## config.mk

```make
export PLATFORM = sky130hd
export DESIGN_NAME = reg_file_scoreboard
export DESIGN_NICKNAME = d
export VERILOG_FILES = /design/src/rtl/reg_file_scoreboard.sv
export SDC_FILE = /design/constraint.sdc
export NUM_CORES = 1
export LEC_CHECK = 0
export BUFFER_PORTS_ARGS = -buffer_cell sky130_fd_sc_hd__buf_4
export CORE_ASPECT_RATIO = 0.8
export CORE_MARGIN = 1
export CORE_UTILIZATION = 35
export DETAILED_ROUTE_END_ITERATION = 6
export PLACE_DENSITY_LB_ADDON = 0.3
export RECOVER_POWER = 100
export REMOVE_ABC_BUFFERS = 1
export SETUP_SLACK_MARGIN = 0.5
export SYNTH_ARGS = -nofsm -noshare
export SYNTH_HDL_FRONTEND = slang
export SYNTH_SLANG_ARGS = --single-unit
```

## constraint.sdc

```tcl
create_clock -name clk -period 1.9 [get_ports clk]
set_input_delay 0.095 -clock clk [delete_from_list [all_inputs] [get_ports clk]]
set_output_delay 0.095 -clock clk [all_outputs]
set_load 0.02 [all_outputs]
```

## src/rtl/reg_file_scoreboard.sv

```systemverilog
// Register file with two combinational read ports, one write port and a
// per-register in-flight writer scoreboard with same-cycle writeback bypass.
module reg_file_scoreboard #(
    parameter int WIDTH = 32,
    parameter int REGS  = 8,
    parameter int CNT_W = 2,
    parameter int AW    = $clog2(REGS)
) (
    input  logic             clk,
    input  logic             clear_n,
    input  logic [AW-1:0]    rs1_addr,
    input  logic [AW-1:0]    rs2_addr,
    output logic [WIDTH-1:0] rs1_data,
    output logic [WIDTH-1:0] rs2_data,
    output logic             rs1_busy,
    output logic             rs2_busy,
    input  logic             issue_en,
    input  logic [AW-1:0]    issue_rd,
    output logic             issue_ok,
    input  logic             wb_en,
    input  logic [AW-1:0]    wb_addr,
    input  logic [WIDTH-1:0] wb_data,
    output logic             wb_err
);

    localparam logic [CNT_W-1:0] MAX = '1;

    logic [WIDTH-1:0] regs_q [REGS];
    logic [WIDTH-1:0] regs_d [REGS];
    logic [CNT_W-1:0] cnt_q  [REGS];
    logic [CNT_W-1:0] cnt_d  [REGS];
    logic             wb_err_q;
    logic             wb_err_d;

    logic             wb_live;
    logic             hit1;
    logic             hit2;
    logic [REGS-1:0]  inc_v;
    logic [REGS-1:0]  dec_v;

    assign wb_live = wb_en && (wb_addr != '0);
    assign hit1    = wb_live && (wb_addr == rs1_addr);
    assign hit2    = wb_live && (wb_addr == rs2_addr);

    // A pending writeback this cycle retires one writer for the busy view.
    always_comb begin
        rs1_data = hit1 ? wb_data : regs_q[rs1_addr];
        rs2_data = hit2 ? wb_data : regs_q[rs2_addr];
        rs1_busy = hit1 ? (cnt_q[rs1_addr] > CNT_W'(1))
                        : (cnt_q[rs1_addr] != '0);
        rs2_busy = hit2 ? (cnt_q[rs2_addr] > CNT_W'(1))
                        : (cnt_q[rs2_addr] != '0);
    end

    assign issue_ok = issue_en &&
                      ((issue_rd == '0) ||
                       (cnt_q[issue_rd] != MAX) ||
                       (wb_en && (wb_addr == issue_rd)));

    assign wb_err = wb_err_q;

    always_comb begin
        regs_d   = regs_q;
        cnt_d    = cnt_q;
        inc_v    = '0;
        dec_v    = '0;
        wb_err_d = wb_err_q | (wb_live && (cnt_q[wb_addr] == '0));
        if (wb_live) begin
            regs_d[wb_addr] = wb_data;
        end
        for (int i = 1; i < REGS; i++) begin
            inc_v[i] = issue_ok && (issue_rd == AW'(i));
            dec_v[i] = wb_live && (wb_addr == AW'(i)) &&
                       (cnt_q[i] != '0);
            unique case ({inc_v[i], dec_v[i]})
                2'b10:   cnt_d[i] = cnt_q[i] + CNT_W'(1);
                2'b01:   cnt_d[i] = cnt_q[i] - CNT_W'(1);
                default: cnt_d[i] = cnt_q[i];
            endcase
        end
    end

    always_ff @(posedge clk or negedge clear_n) begin
        if (!clear_n) begin
            for (int i = 0; i < REGS; i++) begin
                regs_q[i] <= '0;
                cnt_q[i]  <= '0;
            end
            wb_err_q <= 1'b0;
        end else begin
            regs_q   <= regs_d;
            cnt_q    <= cnt_d;
            wb_err_q <= wb_err_d;
        end
    end

endmodule

```

==> reports/qor.yml <==
setup_path:
  crit_fanout: 3
  endpoint_kind: "primary output"
  cp_slowest_cell: "mux4_2"
  cp.depth: 4
  start_kind: "flip-flop"
  crit_end: "rs1_data[4]"
  cp_num_buf_inv: 1
  cp.arrival_ns: 2.16
  critPathTopFamily: "multiplexers"
  ff2ff_path_depth: 10
  crit_chain: "mux4_2 > mux2_4 > mux2_4 > buf_6"
  r2r_start: "cnt_q[7]"
  worstSetupPathType: "reg2out"
  setup.worst_path.start: "regs_q[68]"
  worstPathRequired_ns: 1.80
  max_stage_delay_ns: 0.47
  cpMostUsedCell: "mux2_4"
  worstReg2RegEnd: "cnt_q[1]"
  r2r_slack_ns: -0.07
floorplanning:
  core-area_sq_um: 44400
  die_h_microns: 192
  io_pins: 116
  die_area_sq_um: 45800
  start_util: 0.354
  rows: 69
  die_w_microns: 239
timing:
  post-route-period-util: 1.19
  tightest_slew_ns: 1.83
  whs_ns: 0.0802
  max_freq_mhz: 443
  timing.final.ws_setup_ns: -0.355
  post-route-min-period_ns: 2.25
  slew_headroom: -0.222
  rsz0062_at_grt: "true"
  skew_ns: 0.00322
  hold_viol: 0
  finalSetupViolations: 71
  slew_viol_final: 60
cells_and_area:
  ff_latch_area_sq_um: 6780
  final.fill_count: 4069
  antenna_cells_inserted: 0
  fin_nets: 1212
  final_cells: 1782
  mostFrequentLayoutCell: "dfrtp_1"
  drive_gt1_frac: 0.659
  multiInputGateArea_sq_um: 8520
  syn_to_final_growth_pct: 24.2
  layout_common_cells: "271 x dfrtp_1, 236 x mux2_2, 132 x mux4_2"
  fin_util: 0.440
place:
  dp_hpwl_microns: 24900
  io_buffers: 115
  dp.cells: 1673
  gp_congestion: 0.761
  place_ws_ns: -0.0306
global_routing:
  grt_pass1_vias: 10100
  grt_max_degree: 63
  antenna_found_initial: 0
  grt.total_usage: 0.181
  grt_overflow: 0
  grt_first_pass_wirelength_microns: 63300
logic_synthesis:
  synthArstFlopShare: 1.00
  synthMuxAreaShare: 0.476
  synth_compound_area_frac: 0.0115
  avgSynthCellArea_sq_um: 15.9
  syn_inst: 989
  yosysSeqAreaShare: 0.432
  synth_fa_ha_area_frac: 0.00557
  ys_ff_latch: 271
  synth_flop_cell: "dfrtp_1"
  synth_edf_count: 0
  netlist_area_sq_um: 15700
  yosysWarnings: 0
  synth_cell_types: 43
  synth_top_family_by_area: "multiplexers"
  synthXorXnorAreaFrac: 0.0156
  synth-simple-area-share: 0.0205
clocking:
  path_clk_slew_ns: 0.06
  cts-root-buf: "clkbuf_16"
  htree_levels: 1
  cts_tree: "yes"
  clock-sinks: 271
  clock_path_buffers: 3
  clock_latency_ns: 0.56
  numCtsBuffers: 30
power_and_ir_drop:
  p_leak_nw: 8.50
  powerDensity_nw_per_um2: 1090
  vdd_drop_max_mv: 0.779
  power_mw: 21.2
drt:
  vias_per_cell: 5.36
  drtIter0Drc: 530
  drt_first_pass_iters: 4
  ant_nets: 0
  vias: 9552
  drc: 0
  wirelength_microns: 40500
  routedWlPerCell_microns: 22.7
status:
  violations: "max-capacitance violations, max-slew violations, negative setup slack"
  outcome: "complete, but fails checks"
flow_run:
  maxCapViolations: 1
hold_path:
  hp-class: "in2reg"
timing repair:
item | CTS | global route
hold buffers | 35 | 0
gates resized for setup | 346 | 23
setup buffers | 14 | 6
endpoints found under the hold margin | 497 | 0
endpoints found under the setup margin | 82 | 82
pin swaps | 26 | 21
cells in the mapped netlist (all sizes together) (4+ instances only):
master  instances  area share
a31oi           4      0.0016
dfrtp         271        0.43
nor2b           4      0.0016
nand3           7      0.0025
mux2          356        0.26
inv             5      0.0012
ha              7      0.0056
clkbuf         45       0.011
nand2           8      0.0019
mux4          133        0.22
nor3            4      0.0016
nor2           20      0.0048
buf            62       0.027
xnor2          14      0.0078
xor2           14      0.0078
worst reg2reg max path: cells and delay by family, from the launching register on:
family	cells	cell delay [ns]
AND/OR/NAND/NOR	3	0.34
buffers and inverters	2	0.28
XOR/XNOR	2	0.27
AO/OA/AOI/OAI	2	0.45
flip-flops	1	0.38
adder cells (fa/ha/maj)	1	0.17
cell type report:
class / count / share of cell area
Sequential cell: 271 / 0.348
Multi-Input combinational cell: 606 / 0.437
Clock buffer: 41 / 0.0432
Tap cell: 603 / 0.0387
Clock inverter: 13 / 0.00962
Timing Repair Buffer: 243 / 0.123
Inverter: 5 / 0.000962
logic make-up after synthesis:
| logic type | after synthesis |
|---|---|
| muxes | 489 |
| DFF | 271 |
| and+or+nand+nor | 58 |
| AOI/OAI and AO/OA | 24 |
| xor gates and xnor gates | 28 |
| adders and majority gates | 7 |
| buffers and inverters | 112 |
registers in the layout (all words and copies together) (netlist names):
register / cells
wb_err: 1
cnt_q: 14
regs_q: 256
stage by stage:
step / instance area [sq um] / setup TNS [ns]
5_1_grt: 19500 / -33.21
3_5_place_dp: 17700 / -0.356
2_1_floorplan: 15100 / -54.43
3_3_place_gp: 17700 / -0.398
4_1_cts: 19600 / -22.84
6_report: 19500 / -21.20
layer usage:
metal | global-route usage | up-vias | part of all wire | wire length, microns
met5 | 0 | - | 0 | 0
met4 | 0.0397 | 0 | 0.018 | 743
met3 | 0.0305 | 48 | 0.042 | 1700
met2 | 0.286 | 226 | 0.47 | 19000
met1 | 0.260 | 5159 | 0.47 | 19100
li1 | - | 4119 | - | -
worst min-delay path by stage:
stage	start	to	slack (ns)	cells past startpoint
global route	issue_rd[2]	cnt_q[12]	0.08	5
global placement	clear_n	cnt_q[10]	0.09	1
CTS	issue_rd[2]	cnt_q[12]	0.02	5
finish	issue_rd[2]	cnt_q[12]	0.08	5
detailed placement	clear_n	cnt_q[10]	0.10	1
floorplan	clear_n	cnt_q[0]	-0.20	0
where the power goes:
part | switching, mW | internal, mW | total (mW)
combinational | 2.77 | 4.49 | 7.26
sequential | 0.904 | 6.99 | 7.89
clock | 2.43 | 3.64 | 6.07
total | 6.11 | 15.1 | 21.2
(Power assumes the default switching activity.)
